[config.mk]
export PLATFORM = sky130hd
export DESIGN_NAME = gbsha_ttfir_stream
export DESIGN_NICKNAME = d
export VERILOG_FILES = /design/src/rtl/gbsha_ttfir_pkg.sv /design/src/rtl/gbsha_ttfir_mac.sv /design/src/rtl/gbsha_ttfir_stream.sv
export SDC_FILE = /design/constraint.sdc
export NUM_CORES = 1
export LEC_CHECK = 0
export CORE_ASPECT_RATIO = 1.75
export CORE_UTILIZATION = 36
export CTS_CLUSTER_SIZE = 14
export DETAILED_ROUTE_END_ITERATION = 16
export PLACE_DENSITY = 0.6
export SYNTH_ARGS = -nofsm -noshare
export SYNTH_HDL_FRONTEND = slang
export SYNTH_SLANG_ARGS = --single-unit
export TNS_END_PERCENT = 50
[constraint.sdc]
create_clock -name clk -period 17.2 [get_ports clk]
set_input_delay 3.44 -clock clk [delete_from_list [all_inputs] [get_ports clk]]
set_output_delay 3.44 -clock clk [all_outputs]
set_load 0.02 [all_outputs]
[src/rtl/gbsha_ttfir_pkg.sv]
// ============================================================================
// Module   : gbsha_ttfir_pkg
// Brief    : Shared state encoding, width derivation and round/saturate helper
//            for the streaming FIR.
// Revision : 1.0
// ============================================================================
`default_nettype none

package gbsha_ttfir_pkg;

    typedef enum logic [1:0] {
        ST_LOAD = 2'd0,
        ST_RUN  = 2'd1,
        ST_OUT  = 2'd2
    } state_e;

    function automatic int prod_width(input int bw_in);
        return 2 * bw_in;
    endfunction

    function automatic int sum_width(input int bw_in, input int n_taps);
        return prod_width(bw_in) + $clog2(n_taps);
    endfunction

    function automatic int beat_count(input int bw_sum, input int bw_out);
        return (bw_sum + bw_out - 1) / bw_out;
    endfunction

    // Round half up by adding half an LSB before the arithmetic shift, then clamp.
    function automatic longint round_sat(input longint sum, input int shift, input int bw_out);
        longint r;
        longint hi;
        longint lo;
        r  = (shift > 0) ? ((sum + (longint'(1) <<< (shift - 1))) >>> shift) : sum;
        hi = (longint'(1) <<< (bw_out - 1)) - 1;
        lo = -(longint'(1) <<< (bw_out - 1));
        if (r > hi) begin
            r = hi;
        end else if (r < lo) begin
            r = lo;
        end
        return r;
    endfunction

endpackage

`default_nettype wire

[src/rtl/gbsha_ttfir_mac.sv]
// ============================================================================
// Module   : gbsha_ttfir_mac
// Brief    : Combinational N-tap multiply/accumulate, full precision.
// Revision : 1.0
// ============================================================================
`default_nettype none

module gbsha_ttfir_mac
    import gbsha_ttfir_pkg::*;
#(
    parameter int N_TAPS = 4,
    parameter int BW_IN  = 6,
    parameter int BW_SUM = sum_width(BW_IN, N_TAPS)
) (
    input  logic signed [BW_IN-1:0]  h_i   [N_TAPS],
    input  logic signed [BW_IN-1:0]  x_i   [N_TAPS],
    output logic signed [BW_SUM-1:0] sum_o
);

    localparam int BW_PROD = prod_width(BW_IN);

    logic signed [BW_PROD-1:0] w_prod [N_TAPS];

    for (genvar k = 0; k < N_TAPS; k++) begin : g_prod
        assign w_prod[k] = BW_PROD'(h_i[k]) * BW_PROD'(x_i[k]);
    end

    always_comb begin
        sum_o = '0;
        for (int k = 0; k < N_TAPS; k++) begin
            sum_o = sum_o + BW_SUM'(w_prod[k]);
        end
    end

endmodule

`default_nettype wire

[src/rtl/gbsha_ttfir_stream.sv]
// ============================================================================
// Module   : gbsha_ttfir_stream
// Brief    : Streaming N-tap FIR with valid/ready input, coefficient reload and
//            multi-beat output. Build option FIR_SAT_EN: one rounded beat.
// Revision : 1.0
// ============================================================================
`default_nettype none

module gbsha_ttfir_stream
    import gbsha_ttfir_pkg::*;
#(
    parameter int N_TAPS = 4,
    parameter int BW_IN  = 6,
    parameter int BW_OUT = 8,
    parameter int SHIFT  = 6
) (
    input  logic              clk,
    input  logic              reset_n,
    input  logic              in_valid,
    output logic              in_ready,
    input  logic [BW_IN-1:0]  in_data,
    input  logic              coef_reload,
    output logic              loaded,
    output logic              y_valid,
    output logic              y_last,
    output logic [BW_OUT-1:0] y_data
);

    localparam int BW_SUM = sum_width(BW_IN, N_TAPS);
`ifdef FIR_SAT_EN
    localparam int BEATS  = 1;
`else
    localparam int BEATS  = beat_count(BW_SUM, BW_OUT);
`endif
    localparam int BW_SR  = BEATS * BW_OUT;
    localparam int CW     = $clog2(N_TAPS);
    localparam int BCW    = (BEATS > 1) ? $clog2(BEATS) : 1;

    state_e                   state_q;
    logic [CW-1:0]            coef_cnt_q;
    logic [BCW-1:0]           beat_cnt_q;
    logic signed [BW_IN-1:0]  h_q [N_TAPS];
    logic signed [BW_IN-1:0]  x_q [N_TAPS];
    logic                     in_ready_q;
    logic                     loaded_q;
    logic                     y_valid_q;
    logic                     y_last_q;
    logic [BW_OUT-1:0]        y_data_q;
    logic [BW_SR-1:0]         shreg_q;

    logic signed [BW_IN-1:0]  w_x_next [N_TAPS];
    logic signed [BW_SUM-1:0] w_sum;
    logic [BW_SR-1:0]         w_word;
    logic                     w_xfer;

    assign w_xfer = in_valid & in_ready_q;

    // The MAC sees the delay line as it will be after this sample shifts in.
    assign w_x_next[0] = signed'(in_data);
    for (genvar k = 1; k < N_TAPS; k++) begin : g_xnext
        assign w_x_next[k] = x_q[k-1];
    end

    gbsha_ttfir_mac #(
        .N_TAPS (N_TAPS),
        .BW_IN  (BW_IN),
        .BW_SUM (BW_SUM)
    ) u_mac (
        .h_i   (h_q),
        .x_i   (w_x_next),
        .sum_o (w_sum)
    );

`ifdef FIR_SAT_EN
    assign w_word = BW_SR'(round_sat(longint'(w_sum), SHIFT, BW_OUT));
`else
    assign w_word = BW_SR'(w_sum);
`endif

    always_ff @(posedge clk or negedge reset_n) begin
        if (!reset_n) begin
            state_q    <= ST_LOAD;
            coef_cnt_q <= '0;
            beat_cnt_q <= '0;
            in_ready_q <= 1'b1;
            loaded_q   <= 1'b0;
            y_valid_q  <= 1'b0;
            y_last_q   <= 1'b0;
            y_data_q   <= '0;
            shreg_q    <= '0;
            for (int k = 0; k < N_TAPS; k++) begin
                h_q[k] <= '0;
                x_q[k] <= '0;
            end
        end else if (coef_reload) begin
            // Reload wins over any transfer this cycle; pending beats are dropped.
            state_q    <= ST_LOAD;
            coef_cnt_q <= '0;
            beat_cnt_q <= '0;
            in_ready_q <= 1'b1;
            loaded_q   <= 1'b0;
            y_valid_q  <= 1'b0;
            y_last_q   <= 1'b0;
            y_data_q   <= '0;
        end else begin
            case (state_q)
                ST_LOAD: begin
                    if (w_xfer) begin
                        h_q[coef_cnt_q] <= signed'(in_data);
                        if (coef_cnt_q == CW'(N_TAPS - 1)) begin
                            coef_cnt_q <= '0;
                            loaded_q   <= 1'b1;
                            state_q    <= ST_RUN;
                            for (int k = 0; k < N_TAPS; k++) begin
                                x_q[k] <= '0;
                            end
                        end else begin
                            coef_cnt_q <= coef_cnt_q + 1'b1;
                        end
                    end
                end
                ST_RUN: begin
                    if (w_xfer) begin
                        x_q        <= w_x_next;
                        y_data_q   <= w_word[BW_SR-1 -: BW_OUT];
                        shreg_q    <= w_word << BW_OUT;
                        y_valid_q  <= 1'b1;
                        y_last_q   <= (BEATS == 1);
                        beat_cnt_q <= '0;
                        in_ready_q <= 1'b0;
                        state_q    <= ST_OUT;
                    end
                end
                ST_OUT: begin
                    if (beat_cnt_q == BCW'(BEATS - 1)) begin
                        y_valid_q  <= 1'b0;
                        y_last_q   <= 1'b0;
                        y_data_q   <= '0;
                        in_ready_q <= 1'b1;
                        state_q    <= ST_RUN;
                    end else begin
                        y_data_q   <= shreg_q[BW_SR-1 -: BW_OUT];
                        shreg_q    <= shreg_q << BW_OUT;
                        y_last_q   <= (beat_cnt_q == BCW'(BEATS - 2));
                        beat_cnt_q <= beat_cnt_q + 1'b1;
                    end
                end
                default: begin
                    state_q    <= ST_LOAD;
                    coef_cnt_q <= '0;
                    in_ready_q <= 1'b1;
                    loaded_q   <= 1'b0;
                    y_valid_q  <= 1'b0;
                    y_last_q   <= 1'b0;
                end
            endcase
        end
    end

    assign in_ready = in_ready_q;
    assign loaded   = loaded_q;
    assign y_valid  = y_valid_q;
    assign y_last   = y_last_q;
    assign y_data   = y_data_q;

endmodule

`default_nettype wire
==> results.md, run 1 <==
- Slew of the pin with the lowest slew margin: 1.06 ns
- DR pass1 iterations: 5
- Synth Register Bits: 67
- Post-synth EDFFs: 0
- Longest Clk Path Bufs: 2
- CTS buffer count: 9
- Post-route setup slack: 7.47 ns
- CP Cell Sequence: clkdlybuf4s50_1 > nand2_1 > inv_1 > fa_1 > fa_1 > inv_1 > fa_1 > fa_1 > inv_1 > fa_1 > fa_1 > inv_1 > fa_1 > inv_1 > ha_1 > or4_4 > a211oi_2 > o31ai_1 > xnor3_1 > nor2_1 > a221o_1
- Die ar.: 0.0260 mm2
- Yosys warns: 0
- Via count: 6067
- Per-cell routed wire length: 17.4 um
- First-pass GRT wire length: 36200 um
- Synth area leader: fa_1
- Final Net Count: 1200
- Area Overhead vs Synth: 9.90%
- Synth cell count leaders: inv_1 (230), fa_1 (172), nand2_1 (100), ha_1 (75), and2_1 (74)
- Post-DR vias/cell: 4.82
- Row count: 76
- Global route overflow: 0
- Worst Setup End Kind: flop
- Critical path class: input port to flop
- Worst slack at placement: 7.07 ns
- CTS root buffer: clkbuf_16
- Number of global-route vias before repair: 6844
- RSZ-0062 raised after global routing: no
- Max transition margin: 0.292
- Clock Sinks: 67
- Setup TNS Final: 0 ns
- Worst path max stage delay: 0.77 ns
- Synth Instances: 927
- Clk_lat worst skew: 0.36 ns
- Hold EP: y_valid
- Final Hold Vio Count: 0
- Min-delay src: y_valid
- CTS tree: done
- Post-synth top area share: 0.378
- IO buf count: 21
- Max-cap viol count: 0
- Worst flop-to-flop path endpoint: y_data[5]
- WP data arrival: 9.98 ns
- Post-route DRC: 0
- # setup viols final: 0
- Post-CTS Repair Setup Buffers: 0
- Req. time, crit path: 17.45 ns
- Status: complete, no violations
- N_diodes: 0
- Sequential area share after synthesis: 0.184
- Mapped Avg Cell Area: 9.83 um2
- Hold path depth: 1
- Final hold slack: 0.489 ns
- Die width: 122 um
- Crit Reg-Reg Startpoint: w_x_next[12]
- R2R depth: 20
- Initial Utilization: 0.369
- Critical-path cell with the highest stage delay: fa_1
- Fmax: 0.103 GHz
- Depth of the CTS H-tree: 3
- Placer Congestion: 0.858
- CTS resizes: 0
- Initial antenna violation count: 0
- Core area: 0.0247 mm2
- Largest net degree at the start of global routing: 68
- Crit Path Max Fanout: 11
- Tmin final: 9.73 ns
- Most area-consuming cells after synthesis: fa_1 (38%), dfrtp_1 (18%), ha_1 (10%), inv_1 (9.5%), and2_1 (5.1%)
- Main synth FF type: dfrtp_1
- Clock Pin Slew Worst Setup and Hold Paths: 0.06 ns
- Hold buffer count at CTS: 0
- Max Slew Vio Count: 0
- Multi-input gate area: 0.00652 mm2
- Most common cell in the netlist: inv_1
- Startpoint Class: input port
- Share of cells above drive strength 1: 0.0464
- Fillcell total: 2444
- Worst Clk Skew: 0.00522 ns
- Critical Path Most Common Cell: fa_1
- Hpwl dp: 18500 um
- Syn Nets: 1184
- Post-Route Utilization: 0.405
- Routed Antenna Nets: 0
- IO Count: 22
- Worst reg-to-reg setup slack: 10.62 ns
- Sequential cell area: 0.00168 mm2
- Synth cell types: 40
- Die H: 212 um
- FFs w/ async S/R, synth: 1.00
- Routed wire length: 21900 um
- Fin crit share: 0.566
- GRT Util Overall: 0.192
- Hold crit path type: flop to flop
- Mapped Area: 0.00911 mm2
- 1st-iter DRT viols: 244
==> how the worst max path moves through the flow <==
stage / start / endpoint / slack [ns]
2_1_floorplan: in_data[1] / y_data[5] / 8.00
3_3_place_gp: in_data[0] / y_data[6] / 7.19
3_5_place_dp: in_data[0] / y_data[6] / 7.07
4_1_cts: in_data[0] / y_data[5] / 7.45
5_1_grt: in_data[0] / y_data[6] / 7.18
6_report: in_data[0] / y_data[5] / 7.47
==> cells in the final DEF (no fill, tap or decap), drive strengths merged, types with 16 or more instances in the layout <==
master,n
xnor2,16
inv,232
mux2,20
dfrtp,66
nand3,19
nand2b,21
nor2,24
o21ai,25
ha,75
clkdlybuf4s50,20
nand2,100
fa,172
and2,74
==> worst max-delay path: cells and delay by family <==
kind	cells	cell delay (ns)
fa+ha+maj	8	3.92
buf+inv	6	0.97
simple gates	3	0.80
compound gates	3	0.63
xor+xnor	1	0.20
==> registers in the layout, summed over array words and instances (netlist names) <==
name and cells:
beat_cnt_q 1, shreg_q 8, y_data 8, loaded 1
y_valid 1, state_q 2, w_x_next 18, y_last 1
in_ready 1, h_q 24, coef_cnt_q 2
==> per-stage QoR <==
| stage | cells | cell area (um2) |
|---|---|---|
| 2_1_floorplan | 927 | 9110 |
| 3_3_place_gp | 1244 | 9670 |
| 3_5_place_dp | 1244 | 9670 |
| 4_1_cts | 1260 | 10000 |
| 5_1_grt | 1260 | 10000 |
| 6_report | 1260 | 10000 |
==> cell type report <==
class / instances / area share
multi-input combinational: 612 / 0.651
sequential: 67 / 0.168
inverter: 230 / 0.0862
tap: 312 / 0.0390
clock buffer: 9 / 0.0225
timing repair buffer: 23 / 0.0220
clock inverter: 7 / 0.0122
==> kinds of logic (layout without fill, tap and decap cells) <==
group | after synthesis | in the layout | synth area share
AND/OR/NAND/NOR | 259 | 259 | 0.141
buffers and inverters | 248 | 269 | 0.102
adder cells (fa/ha/maj) | 247 | 247 | 0.481
flip-flops | 67 | 67 | 0.184
AO/OA/AOI/OAI | 63 | 63 | 0.0437
multiplexers | 23 | 23 | 0.0280
XOR/XNOR | 20 | 20 | 0.0207
==> metal layers <==
metal  vias up  global-route usage  part of all wire
li1       2804                   -                 -
met1      3077               0.204              0.36
met2       118               0.348              0.55
met3        68              0.0182             0.019
met4         0               0.138             0.072
met5         -                   0                 0
Power of run 1 is left out: the tool's default activity adds up to more than one toggle a clock period on the data nets, which glitch-free logic cannot reach.
==> run 2: changes to the inputs <==
clock period = 9.15 ns   (was 17.2 ns; I/O delays follow)
==> run 2 against run 1 <==
Effect of this change:
- count of clock-buffer cells in the layout increased by 1
- clock skew increased by 0.0026 ns
- first-iteration DRC count decreased by 5.7%
- sequential cell count unchanged
- core utilization decreased by 0.051 points
- final area decreased by 0.13%
- critical path type unchanged
- non-clock buffer count increased by 1
- critical endpoint is now y_data[6]
- worst setup slack got worse by 6.4 ns
- critical path depth unchanged
==> results.md, run 2 (synthesis gave the netlist of run 1 again) <==
- Status: complete, no violations (unchanged)
- Core area: 0.0247 mm2 (unchanged)
- Die ar.: 0.0260 mm2 (unchanged)
- Final Hold Vio Count: 0 (unchanged)
- Req. time, crit path: 9.39 ns (was 17.45 ns)
- Final Net Count: 1201 (was 1200)
- Max-cap viol count: 0 (unchanged)
- Largest Register: h_q (unchanged)
- # setup viols final: 0 (unchanged)
- IO buf count: 21 (unchanged)
- Critical path class: input port to flop (unchanged)
- Setup TNS Final: 0 ns (unchanged)
- Tmin final: 8.05 ns
- Clock Sinks: 67 (unchanged)
- Hold crit path type: flop to flop (unchanged)
- Post-DR vias/cell: 4.78 (was 4.82)
- Depth of the CTS H-tree: 3 (unchanged)
- Max reg flops: 24 (unchanged)
- Share of cells above drive strength 1: 0.0474 (was 0.0464)
- Fin crit share: 0.880
- Initial antenna violation count: 0 (unchanged)
- CTS root buffer: clkbuf_16 (unchanged)
- Worst Setup End Kind: flop (unchanged)
- Routed Antenna Nets: 0 (unchanged)
- Crit Path Max Fanout: 11 (unchanged)
- N_diodes: 0 (unchanged)
- Global route overflow: 0 (unchanged)
- Initial Utilization: 0.369 (unchanged)
- Commonest cells after routing, fill and taps aside: inv_1 (230), fa_1 (172), nand2_1 (100) (unchanged)
- Placer Congestion: 0.885 (was 0.858)
- IO Count: 22 (unchanged)
- Placed instance area: 0.00968 mm2 (was 0.00967 mm2)
- CTS buffer count: 9 (unchanged)
- Die H: 212 um (unchanged)
- WP data arrival: 8.29 ns (was 9.98 ns)
- Startpoint Class: input port (unchanged)
- Worst Clk Skew: 0.00785 ns (was 0.00522 ns)
- Hpwl dp: 18400 um (was 18500 um)
- Area Overhead vs Synth: 9.76% (was 9.90%)
- R2R depth: 20 (unchanged)
- Max Slew Vio Count: 0 (unchanged)
- Number of global-route vias before repair: 6678 (was 6844)
- CTS resizes: 0 (unchanged)
- Commonest non-fill, non-tap cell in the layout: inv_1 (unchanged)
- Longest Clk Path Bufs: 2 (unchanged)
- Post-route DRC: 0 (unchanged)
- Row count: 76 (unchanged)
- Largest net degree at the start of global routing: 68 (unchanged)
- Hold path depth: 2 (was 1)
- Design Area, Final: 0.0100 mm2 (about the same)
- Slew of the pin with the lowest slew margin: 1.09 ns (was 1.06 ns)
- 1st-iter DRT viols: 230 (was 244)
- RSZ-0062 raised after global routing: no (unchanged)
- Clk_lat worst skew: 0.35 ns (was 0.36 ns)
- GRT Util Overall: 0.191 (was 0.192)
- Fillcell total: 2453 (was 2444)
- Via count: 6025 (was 6067)
- CTS tree: done (unchanged)
- Clock Pin Slew Worst Setup and Hold Paths: 0.06 ns (about the same)
- Max transition margin: 0.269 (was 0.292)
- Die width: 122 um (unchanged)
- DR pass1 iterations: 5 (unchanged)
- Post-CTS Repair Setup Buffers: 0 (unchanged)
- First-pass GRT wire length: 35900 um (was 36200 um)
- Routed wire length: 22000 um (was 21900 um)
- Fmax: 0.124 GHz
- Hold buffer count at CTS: 0 (unchanged)
- Per-cell routed wire length: 17.4 um (about the same)
-- run 2: cell count changes in the layout (fill, tap and decap cells not counted) --
| cell | change |
|---|---|
| clkinv_2 | +1 |
| buf_4 | +1 |
| bufinv_16 | -1 |
| clkinv_4 | +1 |
| clkbuf_8 | +1 |
| inv_6 | -2 |
-- run 2: final cells by class --
type                    instances  area, um2  share of cell area
repair buffers                 24        228              0.0228
inverters                     230        863              0.0863
clock buffers                  10        239              0.0239
well taps                     312        390              0.0390
multi-input cells             612       6520               0.651
flip-flops and latches         67       1680               0.168
clock inverters                 6       88.8             0.00888
-- run 2: routing by layer --
metal  share of wire  track usage  wire (um)  vias up
met2            0.57        0.356      12600       93
met3           0.022       0.0220        486       56
met5               0            0          0        -
met4           0.059        0.124       1290        0
met1            0.35        0.196       7610     3071
li1                -            -          -     2805
-- run 2: critical path, cell delays in order --
cell             delay [ns]
clkdlybuf4s50_1        0.80
nand2_1                0.22
fa_1                   0.53
inv_1                  0.05
fa_1                   0.50
inv_1                  0.05
fa_1                   0.49
fa_1                   0.52
inv_1                  0.05
fa_1                   0.44
fa_1                   0.56
inv_1                  0.06
fa_1                   0.47
inv_1                  0.04
ha_1                   0.20
or4_4                  0.54
a211oi_2               0.26
o31ai_1                0.12
xnor3_1                0.20
nor2_1                 0.06
a221o_1                0.25
-- run 2: metrics by stage --
stage / cells / utilization / setup WS, ns / hold WS, ns
6_report: 1261 / 0.405 / 1.10 / 0.483
5_1_grt: 1261 / 0.405 / 0.687 / 0.522
4_1_cts: 1261 / 0.405 / 1.09 / 0.488
3_5_place_dp: 1245 / 0.391 / 0.715 / 0.474
3_3_place_gp: 1245 / 0.391 / 0.824 / 0.472
2_1_floorplan: 927 / - / 1.56 / 0.449
-- run 2: path summary, 6_finish.rpt --
check                              from           end  slack (ns)
setup / recovery             in_data[3]     y_data[6]        1.10
hold / removal                y_data[1]     y_data[1]        0.48
setup reg to reg           w_x_next[12]     y_data[6]        2.57
hold reg to reg               y_data[1]     y_data[1]        0.48
max in group asynchronous       reset_n  w_x_next[14]        6.82
min in group asynchronous       reset_n       y_valid        1.68
Power of run 2 is left out for the same reason.
==> run 3: changes to the inputs <==
ABC_AREA = 0   (was default)
CORE_MARGIN = 8   (was default)
TNS_END_PERCENT = default   (was 50)
==> run 3 against run 2 <==
Effect of this change:
- non-clock buffer count is the same
- clock skew about the same
- global-route usage is 3.1 points lower
- critical endpoint unchanged
- highest routed layer unchanged
==> results.md, run 3 (synthesis gave the netlist of run 1 again) <==
- Status: complete, no violations (unchanged)
- Final hold slack: 0.488 ns (was 0.483 ns)
- N_diodes: 0 (unchanged)
- Critical Path Most Common Cell: fa_1 (unchanged)
- Hold EP: y_valid (was y_data[1])
- Worst flop-to-flop path endpoint: y_data[6] (unchanged)
- First-pass GRT wire length: 36500 um (was 35900 um)
- Depth of the CTS H-tree: 3 (unchanged)
- Die width: 136 um (was 122 um)
- Worst Setup End Kind: flop (unchanged)
- Fmax: 0.124 GHz (about the same)
- DR pass1 iterations: 4 (was 5)
- Longest Clk Path Bufs: 2 (unchanged)
- Number of global-route vias before repair: 6734 (was 6678)
- IO buf count: 21 (unchanged)
- Initial antenna violation count: 0 (unchanged)
- CTS buffer count: 9 (unchanged)
- Critical-path cell with the highest stage delay: fa_1 (was clkdlybuf4s50_1)
- Clk_lat worst skew: 0.36 ns (was 0.35 ns)
- Crit Reg-Reg Startpoint: w_x_next[12] (unchanged)
- Per-cell routed wire length: 17.6 um (was 17.4 um)
- Max-cap viol count: 0 (unchanged)
- Setup TNS Final: 0 ns (unchanged)
- Max Slew Vio Count: 0 (unchanged)
- Commonest cells after routing, fill and taps aside: inv_1 (230), fa_1 (172), nand2_1 (100) (unchanged)
- CP Cell Sequence: clkdlybuf4s50_1 > nand2_1 > inv_1 > fa_1 > fa_1 > fa_1 > fa_1 > fa_1 > fa_1 > inv_1 > fa_1 > inv_1 > ha_1 > or4_4 > a211oi_2 > o31ai_1 > xnor3_1 > nor2_1 > a221o_1 (was clkdlybuf4s50_1 > nand2_1 > fa_1 > inv_1 > fa_1 > inv_1 > fa_1 > fa_1 > inv_1 > fa_1 > fa_1 > inv_1 > fa_1 > inv_1 > ha_1 > or4_4 > a211oi_2 > o31ai_1 > xnor3_1 > nor2_1 > a221o_1)
- Min-delay src: y_valid (was y_data[1])
- # setup viols final: 0 (unchanged)
- CTS resizes: 0 (unchanged)
- Initial Utilization: 0.364 (was 0.369)
- Hpwl dp: 18600 um (was 18400 um)
- Routed Antenna Nets: 0 (unchanged)
- Post-CTS Repair Setup Buffers: 0 (unchanged)
- Post-DR vias/cell: 4.80 (was 4.78)
- Critical path class: input port to flop (unchanged)
- Die ar.: 0.0309 mm2 (was 0.0260 mm2)
- GRT Util Overall: 0.160 (was 0.191)
- Worst reg-to-reg setup slack: 2.63 ns (was 2.57 ns)
- Fillcell total: 2502 (was 2453)
- Share of cells above drive strength 1: 0.0474 (unchanged)
- Req. time, crit path: 9.39 ns (about the same)
- Largest Register: h_q (unchanged)
- Row count: 77 (was 76)
- Largest net degree at the start of global routing: 68 (unchanged)
- Tmin final: 8.06 ns (was 8.05 ns)
- Placer Congestion: 0.885 (about the same)
- Startpoint Class: input port (unchanged)
- Die H: 226 um (was 212 um)
- Core area: 0.0250 mm2 (was 0.0247 mm2)
- RSZ-0062 raised after global routing: no (unchanged)
- Max reg flops: 24 (unchanged)
- Worst Clk Skew: 0.00813 ns (was 0.00785 ns)
- Slew of the pin with the lowest slew margin: 1.06 ns (was 1.09 ns)
- Final Hold Vio Count: 0 (unchanged)
- Routed wire length: 22300 um (was 22000 um)
- Max transition margin: 0.290 (was 0.269)
- WP buf/inv: 4 (was 6)
- Global route overflow: 0 (unchanged)
- R2R depth: 20 (unchanged)
- Clock Pin Slew Worst Setup and Hold Paths: 0.06 ns (about the same)
- Commonest non-fill, non-tap cell in the layout: inv_1 (unchanged)
- IO Count: 22 (unchanged)
- Hold crit path type: flop to flop (unchanged)
- Hold path depth: 1 (was 2)
- Via count: 6075 (was 6025)
- Fin crit share: 0.881 (was 0.880)
- Hold buffer count at CTS: 0 (unchanged)
- Crit Path Max Fanout: 11 (unchanged)
- WP data arrival: 8.30 ns (was 8.29 ns)
- Clock Sinks: 67 (unchanged)
- Worst setup path start: in_data[0] (was in_data[3])
- Area Overhead vs Synth: 9.97% (was 9.76%)
- Worst path max stage delay: 0.78 ns (was 0.80 ns)
- Final Net Count: 1201 (unchanged)
- CP delay by family, top: adder cells (unchanged)
- CTS root buffer: clkbuf_16 (unchanged)
- Post-route DRC: 0 (unchanged)
- 1st-iter DRT viols: 345 (was 230)
- CTS tree: done (unchanged)
run 3: cell types whose count changed in the layout (fill, tap and decap cells not counted):
| cell | previous run | this run |
|---|---|---|
| bufinv_16 | 2 | 3 |
| clkbuf_8 | 1 | 0 |
| clkinv_2 | 1 | 2 |
| clkinvlp_4 | 2 | 1 |
run 3: through the flow:
stage	area (um2)	util	worst slack, ns	std cells
after CTS	10000	0.400	1.11	1265
after detailed placement	9680	0.386	0.749	1249
after floorplan	9110	-	1.56	927
after global placement	9680	0.386	0.837	1249
final	10000	0.400	1.09	1265
after global routing	10000	0.400	0.746	1265
run 3: worst reg2reg max path, cell delays in order (launching register included):
cell and delay (ns):
dfrtp_1 0.58, nand2_1 0.17, fa_1 0.70, inv_1 0.13
fa_1 0.51, inv_1 0.05, fa_1 0.47, inv_1 0.05
fa_1 0.56, fa_1 0.47, fa_1 0.51, inv_1 0.05
fa_1 0.47, inv_1 0.04, ha_1 0.21, or4_4 0.54
a211oi_2 0.24, o31ai_1 0.12, xnor3_1 0.21, nor2_1 0.07
a221o_1 0.27
run 3: final cells by class:
| class | count | area [um2] | share of cell area |
|---|---|---|---|
| clock buffers | 9 | 225 | 0.0225 |
| clock inverters | 7 | 116 | 0.0116 |
| inverters | 230 | 863 | 0.0861 |
| multi-input cells | 612 | 6520 | 0.650 |
| flip-flops and latches | 67 | 1680 | 0.167 |
| well taps | 316 | 395 | 0.0395 |
| repair buffers | 24 | 228 | 0.0227 |
run 3: worst max path at each step:
stage,cells after the start,endpoint,slack [ns]
3_5_place_dp,19,y_data[7],0.75
6_report,19,y_data[6],1.09
5_1_grt,19,y_data[6],0.75
3_3_place_gp,21,y_data[5],0.84
2_1_floorplan,20,y_data[5],1.56
4_1_cts,19,y_data[6],1.11
run 3: metal layers:
metal  vias up  part of all wire  track usage
met3        54             0.020       0.0177
li1       2814                 -            -
met1      3097              0.34        0.161
met2       110              0.58        0.301
met5         -                 0            0
met4         0             0.061        0.106
Power of run 3 is left out for the same reason.
